[src/rtl/ex_div_unit.sv]
// ex_div_unit: iterative radix-2 restoring divider for DIV/DIVU in the EX stage
// Ports:
//   clk, rst             clock, asynchronous active-high reset
//   flush                abandons any division in progress
//   div_start            EX requests a division (operands sampled only in IDLE)
//   div_signed           1 = DIV (two's complement), 0 = DIVU
//   div_opdata1/2        dividend / divisor
//   div_ack              EX consumes the result (only honoured while ready)
//   div_result           {remainder, quotient}, held until overwritten
//   div_ready            result valid (DONE state)
//   stallreq_for_div     combinational stall request to freeze IF/ID/EX
module ex_div_unit #(
   parameter int DATA_W = 32,
   parameter int CNT_W  = 5
) (
   input  logic                clk,
   input  logic                rst,
   input  logic                flush,
   input  logic                div_start,
   input  logic                div_signed,
   input  logic [DATA_W-1:0]   div_opdata1,
   input  logic [DATA_W-1:0]   div_opdata2,
   input  logic                div_ack,
   output logic [2*DATA_W-1:0] div_result,
   output logic                div_ready,
   output logic                stallreq_for_div
);
   typedef enum logic [1:0] {IDLE, CALC, DONE} state_t;
   state_t state, state_nx;
   logic [CNT_W-1:0]  count;
   logic [DATA_W-1:0] dvd, dvs, rem, rem_nx, q_nx, mag_a, mag_b, q_fix, r_fix;
   logic [DATA_W:0]   trial;
   logic              neg_q, neg_r, last;
   assign mag_a = (div_signed && div_opdata1[DATA_W-1]) ? -div_opdata1 : div_opdata1;
   assign mag_b = (div_signed && div_opdata2[DATA_W-1]) ? -div_opdata2 : div_opdata2;
   // dvd doubles as the quotient register: dividend bits shift out the top while
   // quotient bits shift in at the bottom
   assign trial  = {rem, dvd[DATA_W-1]} - {1'b0, dvs};
   assign rem_nx = trial[DATA_W] ? {rem[DATA_W-2:0], dvd[DATA_W-1]} : trial[DATA_W-1:0];
   assign q_nx   = {dvd[DATA_W-2:0], ~trial[DATA_W]};
   assign q_fix  = neg_q ? -q_nx : q_nx;
   assign r_fix  = neg_r ? -rem_nx : rem_nx;
   assign last   = count == CNT_W'(DATA_W - 1);
   assign div_ready = state == DONE;
   assign stallreq_for_div = (state == IDLE && div_start && !flush) || state == CALC;
   always_ff @(posedge clk or posedge rst) begin
      if (rst) state <= IDLE;
      else     state <= state_nx;
   end
   always_comb begin
      state_nx = state;
      if (flush) state_nx = IDLE;
      else
         case (state)
            IDLE:    if (div_start) state_nx = (div_opdata2 == '0) ? DONE : CALC;
            CALC:    if (last) state_nx = DONE;
            DONE:    if (div_ack) state_nx = IDLE;
            default: state_nx = IDLE;
         endcase
   end
   always_ff @(posedge clk or posedge rst) begin
      if (rst) begin
         count      <= '0;
         dvd        <= '0;
         dvs        <= '0;
         rem        <= '0;
         neg_q      <= 1'b0;
         neg_r      <= 1'b0;
         div_result <= '0;
      end else if (flush) begin
         count <= '0;
      end else if (state == IDLE && div_start) begin
         if (div_opdata2 == '0) begin
            // divide-by-zero: architecturally defined result, no sign fixup
            div_result <= {div_opdata1, {DATA_W{1'b1}}};
         end else begin
            dvd   <= mag_a;
            dvs   <= mag_b;
            rem   <= '0;
            count <= '0;
            neg_q <= div_signed & (div_opdata1[DATA_W-1] ^ div_opdata2[DATA_W-1]);
            neg_r <= div_signed & div_opdata1[DATA_W-1];
         end
      end else if (state == CALC) begin
         rem   <= rem_nx;
         dvd   <= q_nx;
         count <= count + 1'b1;
         if (last) div_result <= {r_fix, q_fix};
      end
   end
endmodule

[config.mk]
export PLATFORM = sky130hd
export DESIGN_NAME = ex_div_unit
export DESIGN_NICKNAME = d
export VERILOG_FILES = /design/src/rtl/ex_div_unit.sv
export SDC_FILE = /design/constraint.sdc
export NUM_CORES = 1
export LEC_CHECK = 0
export ABC_AREA = 0
export BUFFER_PORTS_ARGS = -buffer_cell sky130_fd_sc_hd__buf_2
export CAP_MARGIN = 20
export CORE_MARGIN = 3
export CORE_UTILIZATION = 65
export DETAILED_ROUTE_END_ITERATION = 8
export GPL_TIMING_DRIVEN = 0
export PLACE_DENSITY = 0.87
export SLEW_MARGIN = 20
export SYNTH_ARGS = -nofsm -noshare
export SYNTH_HDL_FRONTEND = slang
export SYNTH_SLANG_ARGS = --single-unit
[constraint.sdc]
create_clock -name clk -period 16.52 [get_ports clk]
set_input_delay 3.304 -clock clk [delete_from_list [all_inputs] [get_ports clk]]
set_output_delay 3.304 -clock clk [all_outputs]
set_load 0.02 [all_outputs]
---- Yosys cells after proc, flatten, opt, wreduce, memory -nomap -nowiden ----
Index checks and enable logic that the tools add are counted.
operators by class
  add/sub/neg operators ................... 6
  eq/ne operators ......................... 9
  muxes and demuxes ....................... 25
  bitwise gates (word level) .............. 6
  reduce and logical (&&, ||, !) cells .... 16
operators with widths
  cell                                                                     number
  32-bit two-way mux                                                       11
  64-bit two-way mux                                                       4
  32-bit negator                                                           4
  33-bit by 32-bit subtractor with 33-bit output                           1
  32-bit zero test                                                         1
  5-bit two-way mux                                                        4
  3-bit inequality test, second input constant                             4
  2-bit two-way mux                                                        5
  3-bit AND reduction                                                      3
  2-bit one-hot mux with 3 select lines                                    1
  5-bit by 1-bit adder with 5-bit output, second input constant            1
  5-bit == test, second input constant                                     1
  1-bit logical AND                                                        4
  4-bit AND reduction                                                      1
  2-bit nonzero test                                                       2
  1-bit inverter                                                           3
  3-bit nonzero test                                                       1
  1-bit bitwise AND                                                        2
  2-bit by 1-bit == test with 1-bit output, second input constant          1
  2-bit == test, second input constant                                     1
  2-bit zero test                                                          1
  2-bit by 1-bit inequality test with 1-bit output, second input constant  1
  2-bit inequality test, second input constant                             1
  2-bit AND reduction                                                      1
  other kinds (3)                                                          3
storage, ports and cells
  bits in registers ....................... 169
  input bits .............................. 70

---- Longest topological paths before layout ----
Gate-level depths: netlist of the first run.
  depth after elaboration ................. 7
  mapped depth ............................ 25
  gate-level depth less buffers ........... 22

---- Least setup slack after synthesis of the first run ----
Ideal clock, no wire load.
  kind .................................... input to output
  start point ............................. input flush
  end point ............................... output stallreq_for_div
  arrival ................................. 3.942 ns
  required time ........................... 13.216 ns
  slack ................................... 9.274 ns
  stages .................................. 4
  path buffers ............................ 1
  cells stage by stage .................... clkbuf_1 inv_1 a21oi_1 nor2_1
between the ends
  longest elaborated chain between the ends .. 3
RTL lines
  item               RTL line  text
  from (decl)        18        input logic flush,
  1-bit zero test    45        assign stallreq_for_div = (state == IDLE && div_start && !flush) || state == CALC;
  1-bit logical AND  45
  1-bit logical OR   45
  to (decl)          26        output logic stallreq_for_div
Every way passes these cells.

---- Worst setup path in the final report of the first run ----
Ends and elaborated chain as after synthesis.

==> flow_metrics.py, run 1 <==
metrics = {
    "floorplanning": {
        "dieArea_um2": 21000,
        "die_y_um": 145,
        "start_util": 0.668,
        "die_w_um": 145,
        "fp-row-count": 50,
        "io_pins": 136,
        "core_area_um2": 18800,
    },
    "finish": {
        "nets": 1819,
        "finish.instance_area_um2": 14200,
        "final_util": 0.754,
        "nFillCells": 1415,
        "antenna_cells": 0,
        "area_growth_pct": 12.9,
        "final_layout_size_suffix_gt1_frac": 0.143,
    },
    "synth": {
        "syn_inst": 1556,
        "seq_area_frac_synth": 0.336,
        "synth_nets": 1665,
        "synth.distinct_cells": 97,
        "yosysWarningCount": 0,
        "synth_edf_count": 0,
        "synth_top_area_share": 0.336,
        "synth_top_cell_by_area": "dfrtp_1",
        "synth_common_cells": "172 x nor2_1, 169 x dfrtp_1, 159 x a21oi_1, 154 x nand2_1, 143 x o21ai_0",
        "synth_ff_type": "dfrtp_1",
        "yosys-top-cells-area": "dfrtp_1 34%, a21oi_1 6.3%, xor2_1 6.0%",
        "synth_seq_cells": 169,
        "synthArstFlopShare": 1.00,
        "avgSynthCellArea_um2": 8.08,
        "synth.most_common_cell": "nor2_1",
        "syn_area_um2": 12600,
    },
    "drt": {
        "drt-wirelength-per-cell_um": 21.0,
        "drc_errors": 0,
        "viasPerCell": 6.63,
        "drtPass1Iterations": 6,
        "routed_wirelength_mm": 41.5,
        "ant_nets": 0,
        "vias": 13100,
        "drt_iter0_drc": 1781,
    },
    "timing": {
        "tightest_slew_ns": 0.861,
        "finalCritPeriodShare": 0.454,
        "drv_slew": 0,
        "setup_viol": 0,
        "slew_headroom": 0.418,
        "tns_ns": 0,
        "fmaxAchievable_ghz": 0.133,
        "hold_ws_ns": 0.487,
        "clock_skew_ns": 0.0102,
        "hold_viol": 0,
        "min_period_ns": 7.50,
        "rsz0062_at_grt": "false",
    },
    "worst_setup_path": {
        "ff2ff_path_depth": 25,
        "crit_path_start_kind": "primary input",
        "cp.arrival_ns": 4.20,
        "crit_path_max_fanout": 10,
        "critPathCaptureType": "primary output",
        "crit_required_ns": 13.22,
        "worstSetupPathType": "in2out",
    },
    "min_path": {
        "hold_class": "reg2reg",
        "whs_path_depth": 2,
    },
    "job": {
        "drv_cap": 0,
    },
    "grt": {
        "grt-ovfl-total": 0,
        "grt_pass1_wl_mm": 65.0,
        "grt.total_usage": 0.385,
        "grt_pass1_vias": 12200,
        "grt_max_degree": 110,
        "antenna_found_initial": 0,
    },
    "power": {
        "p_per_area_nw_per_um2": 92.8,
        "p_leak_nw": 6.50,
        "ir_drop_uv": 76.6,
    },
    "clocking": {
        "ctsHoldBuffers": 0,
        "insertion_delay_ns": 0.44,
        "htree_levels": 4,
        "cts-root-buf": "clkbuf_16",
        "clockBufferDepth": 2,
        "cts_tree": "done",
        "cts_setup_buffers": 0,
        "clock_sink_count": 169,
        "cts_resized": 0,
        "path_clk_slew_ns": 0.07,
        "numCtsBuffers": 17,
    },
    "status": {
        "outcome": "complete, no violations",
    },
    "place": {
        "io_buffer_count": 134,
        "hpwl_mm": 31.5,
        "gp_congestion": 1.04,
        "placed_cell_area_um2": 13600,
    },
}
==> power by group <==
group / leakage [nW] / internal (mW) / switching, mW
Combinational: 3.99 / 0.144 / 0.273
Clock: 0.283 / 0.225 / 0.182
Sequential: 2.23 / 0.452 / 0.0422
Total: 6.50 / 0.821 / 0.497
==> placed cells by master (no fill, tap or decap), types with 9 or more instances in the layout <==
master / netlist / routed
xnor2_1: 47 / 47
nor2_1: 172 / 172
or3_1: 24 / 24
nor4_1: 13 / 13
a211oi_1: 9 / 9
clkbuf_1: 49 / 49
a31oi_1: 30 / 30
o21ai_0: 143 / 143
nand4_1: 15 / 15
or4_1: 9 / 9
mux2i_1: 32 / 32
a21o_1: 13 / 13
nand2b_1: 12 / 12
dfrtp_1: 169 / 169
nor3_1: 34 / 34
inv_1: 53 / 52
clkbuf_16: 0 / 17
o41ai_1: 13 / 13
nand3_1: 53 / 53
o31ai_1: 20 / 20
buf_2: 25 / 159
a21oi_1: 159 / 159
and3_1: 18 / 18
nor2b_1: 10 / 10
xor2_1: 86 / 86
nand2_1: 154 / 154
ha_1: 38 / 38
==> per-stage QoR <==
step	std cells	setup slack [ns]	power, mW
floorplan	1556	8.64	0.779
global placement	1950	6.83	0.882
detailed placement	1951	9.04	0.895
CTS	1982	9.05	1.30
global route	1982	8.94	1.38
finish	1982	9.02	1.32
==> flip-flops by register name (all words and copies together), names as in the netlist <==
| signal | count |
|---|---|
| count | 5 |
| state | 2 |
| dvs | 32 |
| rem | 32 |
| neg_q | 1 |
| dvd | 32 |
| neg_r | 1 |
| div_result | 64 |
==> worst max-delay path, cell delays in order <==
cell      delay, ns
clkbuf_1       0.34
inv_1          0.16
a21oi_1        0.17
nor2_1         0.05
buf_2          0.16
==> logic make-up after synthesis <==
kind of cell,after synthesis,share of synthesized area
buffers and inverters,141,0.0470
DFF,169,0.336
adders and majority gates,39,0.0394
xor gates and xnor gates,133,0.0927
and+or+nand+nor,562,0.218
AOI/OAI and AO/OA,474,0.235
muxes,38,0.0318
==> worst paths after layout <==
| check | from | endpoint | slack (ns) |
|---|---|---|---|
| setup / recovery | flush | stallreq_for_div | 9.02 |
| hold / removal | dvs[29] | dvs[29] | 0.49 |
| setup reg to reg | dvd[31] | div_result[56] | 10.57 |
| hold reg to reg | dvs[29] | dvs[29] | 0.49 |
| max in group asynchronous | rst | div_result[21] | 12.73 |
| min in group asynchronous | rst | dvs[16] | 2.89 |
==> routing by layer <==
layer	vias up	routed length, µm	track usage
met5	-	0	0
met4	0	1650	0.144
met3	155	4920	0.0899
met2	863	18100	0.587
met1	6216	16900	0.541
li1	5902	-	-
==> cell type report <==
class                      instances  area [µm²]  area share
sequential                       169        4230       0.298
tap                              260         325      0.0229
clock buffer                      17         425      0.0300
clock inverter                    14         166      0.0117
buffer                            86         382      0.0269
inverter                          55         216      0.0153
multi-input combinational       1246        7750       0.546
timing repair buffer             135         698      0.0492
Power figures use the tool's default switching activity.
==> run 2: changes to the inputs <==
Settings changed: CORE_UTILIZATION 65 to 55, PLACE_DENSITY 0.87 to 0.78.
Clock period 16.52 ns to 6 ns, I/O delays scaled along.
==> run 2 against run 1 <==
- utilization decreased by 11 points
- clock skew rose by 0.0013 ns
- non-clock buffer count rose by 2
- global-route usage fell by 6.3 points
- critical endpoint is now div_result[62]
==> flow_metrics.py, run 2 (same netlist as run 1, synthesis figures left out) <==
metrics = {
    "status": {
        "outcome": "complete, no violations",
    },
    "floorplanning": {
        "core_area_um2": 22200,
        "die_w_um": 157,
        "start_util": 0.567,
        "io_pins": 136,
        "fp-row-count": 54,
        "dieArea_um2": 24700,
        "die_y_um": 157,
    },
    "clocking": {
        "clockBufferDepth": 2,
        "insertion_delay_ns": 0.44,
        "htree_levels": 4,
        "numCtsBuffers": 17,
        "ctsHoldBuffers": 0,
        "cts_tree": "done",
        "clock_sink_count": 169,
        "path_clk_slew_ns": 0.07,
        "cts-root-buf": "clkbuf_16",
    },
    "worst_setup_path": {
        "r2r-start": "dvd[31]",
        "max_stage_delay_ns": 0.44,
        "cp.arrival_ns": 6.03,
        "critical_path.cell_chain": "inv_1 > ha_1 > inv_1 > fa_1 > a211oi_2 > o211ai_1 > nand4_1 > nand2_2 > mux2i_4 > nor2_8 > inv_4 > buf_6 > clkbuf_2 > buf_2 > nor2_1 > a21oi_1 > ha_1 > nand4_1 > o31ai_4 > nand4_1 > o21ai_1 > xor2_1 > a221o_1",
        "path_delay_family": "compound AO/OA/AOI/OAI gates",
        "critPathMostFrequentCell": "nand4_1",
        "crit_path_start_kind": "flip-flop",
        "worstSetupPathType": "reg2reg",
        "reg2reg_to": "div_result[62]",
        "crit_required_ns": 6.32,
        "critPathCaptureType": "flip-flop",
        "ff2ff_path_depth": 23,
        "cpMaxStageDelayCell": "fa_1",
        "crit_path_max_fanout": 10,
        "rrSetupSlack_ns": 0.30,
        "crit_buf_inv": 6,
    },
    "drt": {
        "ant_nets": 0,
        "drtPass1Iterations": 6,
        "vias": 12700,
        "routed_wirelength_mm": 40.1,
        "drt_iter0_drc": 1456,
        "viasPerCell": 6.31,
        "drt-wirelength-per-cell_um": 20.0,
        "drc_errors": 0,
    },
    "place": {
        "io_buffer_count": 134,
        "hpwl_mm": 30.9,
        "gp_congestion": 0.941,
    },
    "finish": {
        "nets": 1821,
        "final_layout_size_suffix_gt1_frac": 0.145,
        "final_util": 0.643,
        "antenna_cells": 0,
        "layout_common_cells": "172 x nor2_1, 169 x dfrtp_1, 159 x buf_2, 159 x a21oi_1, 154 x nand2_1",
        "layout_commonest_cell": "nor2_1",
        "area_growth_pct": 13.3,
        "largest_reg_flops": 64,
        "top_register": "div_result",
    },
    "min_path": {
        "whs_path_depth": 2,
        "hold_class": "reg2reg",
        "min_from": "div_result[8]",
        "min_to": "div_result[8]",
    },
    "timing": {
        "finalCritPeriodShare": 0.950,
        "hold_viol": 0,
        "slew_headroom": 0.342,
        "clock_skew_ns": 0.0115,
        "tns_ns": 0,
        "drv_slew": 0,
        "tightest_slew_ns": 0.981,
        "setup_viol": 0,
        "min_period_ns": 5.70,
        "rsz0062_at_grt": "false",
        "fmaxAchievable_ghz": 0.175,
    },
    "grt": {
        "grt.total_usage": 0.322,
        "grt_max_degree": 98,
        "grt.met1_usage": 0.455,
        "met2_usage": 0.490,
        "grt-busiest-layer": "met2",
        "grt_pass1_wl_mm": 63.0,
        "grt_pass1_vias": 12100,
        "grt-ovfl-total": 0,
        "antenna_found_initial": 2,
        "grt_use_met3": 0.0811,
    },
    "power": {
        "ir_drop_uv": 166,
        "p_leak_nw": 6.52,
        "p_per_area_nw_per_um2": 254,
    },
    "job": {
        "drv_cap": 0,
    },
}
[run 2: how the worst max path moves through the flow]
stage / startpoint / endpoint / slack [ns] / depth (start not counted)
after floorplan: rst / count[0] / 0.22 / 1
after global routing: dvd[31] / div_result[62] / 0.02 / 25
final: dvd[31] / div_result[62] / 0.30 / 23
after CTS: dvd[31] / div_result[62] / 0.14 / 23
after detailed placement: dvd[31] / div_result[62] / 0.17 / 23
after global placement: rst / div_result[29] / -1.73 / 2
[run 2: final cells by class]
class | count | area [µm²]
Buffer | 86 | 383
Clock inverter | 14 | 160
Fill cell | 2004 | 7920
Tap cell | 280 | 350
Multi-Input combinational cell | 1246 | 7750
Timing Repair Buffer | 137 | 713
Inverter | 55 | 216
Clock buffer | 18 | 439
Sequential cell | 169 | 4230
[run 2: what timing repair did]
action,in CTS,in global routing
resized for setup,0,2
setup endpoints to repair,0,8
buffers inserted,0,2
[run 2: power breakdown]
group          switching (mW)  total [mW]  internal (mW)
logic                   0.713        1.11          0.396
clock network           0.516        1.15          0.635
registers               0.114        1.36           1.24
total                    1.34        3.62           2.27
[run 2: metal layers]
layer	vias to the layer above	wire length, µm
met5	-	44
met4	4	1040
met3	98	3820
met2	598	17800
met1	6038	17300
li1	5919	-
[run 2: metrics by stage]
step | hold slack, ns | cells | setup WS [ns] | area, µm² | power (mW)
3_5_place_dp | 0.459 | 1971 | 0.169 | 13600 | 2.46
6_report | 0.470 | 2005 | 0.297 | 14200 | 3.62
4_1_cts | 0.476 | 2003 | 0.145 | 14200 | 3.60
2_1_floorplan | 0.450 | 1556 | 0.225 | 12600 | 2.14
5_1_grt | 0.495 | 2005 | 0.0178 | 14200 | 3.80
3_3_place_gp | 0.458 | 1970 | -1.73 | 13600 | 2.42
[run 2: worst min-delay path: cells and delay by family, from the launching register on]
family | cells | cell delay [ns]
simple gates | 2 | 0.10
flops | 1 | 0.34
==> run 3: changes to the inputs <==
Settings changed: REMOVE_ABC_BUFFERS set to 1.
==> run 3 against run 2 <==
- cell count is 4.0% lower
- highest routed layer is now met4
- clock skew down 0.0030 ns
- critical path type unchanged
- critical endpoint is now div_result[56]
- design area down 1.7%
==> flow_metrics.py, run 3 (same netlist as run 1, synthesis figures left out) <==
metrics = {
    "clocking": {
        "clock_sink_count": 169,
        "htree_levels": 4,
        "numCtsBuffers": 17,
        "cts-root-buf": "clkbuf_16",
        "cts_setup_buffers": 0,
        "cts_resized": 0,
        "ctsHoldBuffers": 0,
        "clockBufferDepth": 2,
        "cts_tree": "done",
        "path_clk_slew_ns": 0.07,
        "insertion_delay_ns": 0.44,
    },
    "place": {
        "io_buffer_count": 135,
        "hpwl_mm": 24.8,
        "gp_congestion": 0.904,
        "placed_cell_area_um2": 13400,
    },
    "timing": {
        "fmaxAchievable_ghz": 0.181,
        "min_period_ns": 5.54,
        "tns_ns": 0,
        "hold_viol": 0,
        "drv_slew": 0,
        "hold_ws_ns": 0.471,
        "clock_skew_ns": 0.00850,
        "tightest_slew_ns": 1.03,
        "rsz0062_at_grt": "false",
        "finalCritPeriodShare": 0.923,
        "setup_viol": 0,
        "slew_headroom": 0.304,
    },
    "worst_setup_path": {
        "worstSetupPathType": "reg2reg",
        "crit_path_start_kind": "flip-flop",
        "cpMaxStageDelayCell": "nor2_8",
        "cp.arrival_ns": 5.88,
        "crit_required_ns": 6.34,
        "path_delay_family": "compound AO/OA/AOI/OAI gates",
        "crit_buf_inv": 3,
        "critical_path.cell_chain": "inv_1 > ha_1 > inv_1 > fa_1 > a211oi_2 > o211ai_1 > nand4_1 > nand2_2 > mux2i_4 > nor2_8 > inv_4 > a21oi_1 > ha_1 > nand4_1 > o31ai_4 > nand2_1 > nor3_2 > mux2i_1 > o41ai_2",
        "critPathCaptureType": "flip-flop",
        "max_stage_delay_ns": 0.69,
        "crit_path_max_fanout": 43,
    },
    "floorplanning": {
        "die_y_um": 157,
        "core_area_um2": 22200,
        "fp-row-count": 54,
        "io_pins": 136,
        "start_util": 0.567,
        "dieArea_um2": 24700,
        "die_w_um": 157,
    },
    "finish": {
        "nets": 1742,
        "nFillCells": 1971,
        "largest_reg_flops": 64,
        "layout_commonest_cell": "nor2_1",
        "top_register": "div_result",
        "final_layout_size_suffix_gt1_frac": 0.139,
        "antenna_cells": 0,
        "layout_common_cells": "172 x nor2_1, 169 x dfrtp_1, 159 x a21oi_1",
        "area_growth_pct": 11.4,
        "finish.instance_area_um2": 14000,
    },
    "drt": {
        "drc_errors": 0,
        "drtPass1Iterations": 5,
        "drt-wirelength-per-cell_um": 17.3,
        "vias": 11700,
        "viasPerCell": 6.07,
        "routed_wirelength_mm": 33.3,
        "drt_iter0_drc": 994,
        "ant_nets": 0,
    },
    "grt": {
        "grt_pass1_vias": 10800,
        "antenna_found_initial": 0,
        "grt_max_degree": 103,
        "grt.total_usage": 0.268,
        "grt-ovfl-total": 0,
        "grt_pass1_wl_mm": 54.3,
    },
    "power": {
        "seqPwrFrac": 0.396,
        "combPwrFrac": 0.298,
        "p_per_area_nw_per_um2": 248,
        "ir_drop_uv": 133,
        "p_clk_frac": 0.306,
        "swShare": 0.370,
        "p_sw_mw": 1.28,
        "internal_power_mw": 2.18,
        "p_leak_nw": 6.36,
    },
    "min_path": {
        "hold_class": "reg2reg",
    },
    "job": {
        "drv_cap": 0,
    },
    "status": {
        "outcome": "complete, no violations",
    },
}
-- run 3: power by group through the flow --
stage          Combinational (mW)  Sequential (mW)  Clock, mW
6_report                     1.03             1.37       1.06
5_1_grt                      1.16             1.39       1.12
4_1_cts                      1.02             1.37       1.07
3_5_place_dp                 1.02             1.39          0
3_3_place_gp                0.976             1.39          0
2_1_floorplan               0.766             1.36          0
-- run 3: final timing paths --
check / endpoint / start / cells after the start / slack [ns]
max: div_result[56] / dvd[31] / 19 / 0.46
min: div_result[8] / div_result[8] / 2 / 0.47
max reg2reg: div_result[56] / dvd[31] / 19 / 0.46
min reg2reg: div_result[8] / div_result[8] / 2 / 0.47
max in group asynchronous: rem[17] / rst / 3 / 4.35
min in group asynchronous: div_result[7] / rst / 2 / 0.77
-- run 3: through the flow --
stage               utilization  std cells  setup WS (ns)  power (mW)
finish                    0.632       1925          0.461        3.47
detailed placement        0.606       1894          0.606        2.41
global route              0.632       1925         0.0823        3.67
floorplan                     -       1470          0.225        2.12
CTS                       0.632       1925          0.522        3.47
global placement          0.596       1885          -1.65        2.36
-- run 3: area by class of cell --
type | instances | area, µm² | area share
clock buffer | 17 | 425 | 0.0304
tap | 280 | 350 | 0.0250
inverter | 55 | 216 | 0.0155
sequential | 169 | 4230 | 0.302
multi-input combinational | 1246 | 7780 | 0.556
clock inverter | 14 | 134 | 0.00956
timing repair buffer | 144 | 860 | 0.0614
-- run 3: worst register-to-register path: stages (launching register included) --
cell and delay [ns]:
dfrtp_1 0.39, inv_1 0.10, ha_1 0.18, inv_1 0.05
fa_1 0.45, a211oi_2 0.29, o211ai_1 0.24, nand4_1 0.15
nand2_2 0.10, mux2i_4 0.27, nor2_8 0.69, inv_4 0.43
a21oi_1 0.36, ha_1 0.30, nand4_1 0.19, o31ai_4 0.40
nand2_1 0.15, nor3_2 0.25, mux2i_1 0.14, o41ai_2 0.30
-- run 3: routing by layer --
layer | GRT usage | up-vias | wire length, µm | share of wire
met4 | 0.0806 | 0 | 634 | 0.019
met1 | 0.383 | 5476 | 15000 | 0.45
met2 | 0.433 | 444 | 15300 | 0.46
li1 | - | 5722 | - | -
met5 | 0 | - | 0 | 0
met3 | 0.0289 | 52 | 2290 | 0.069
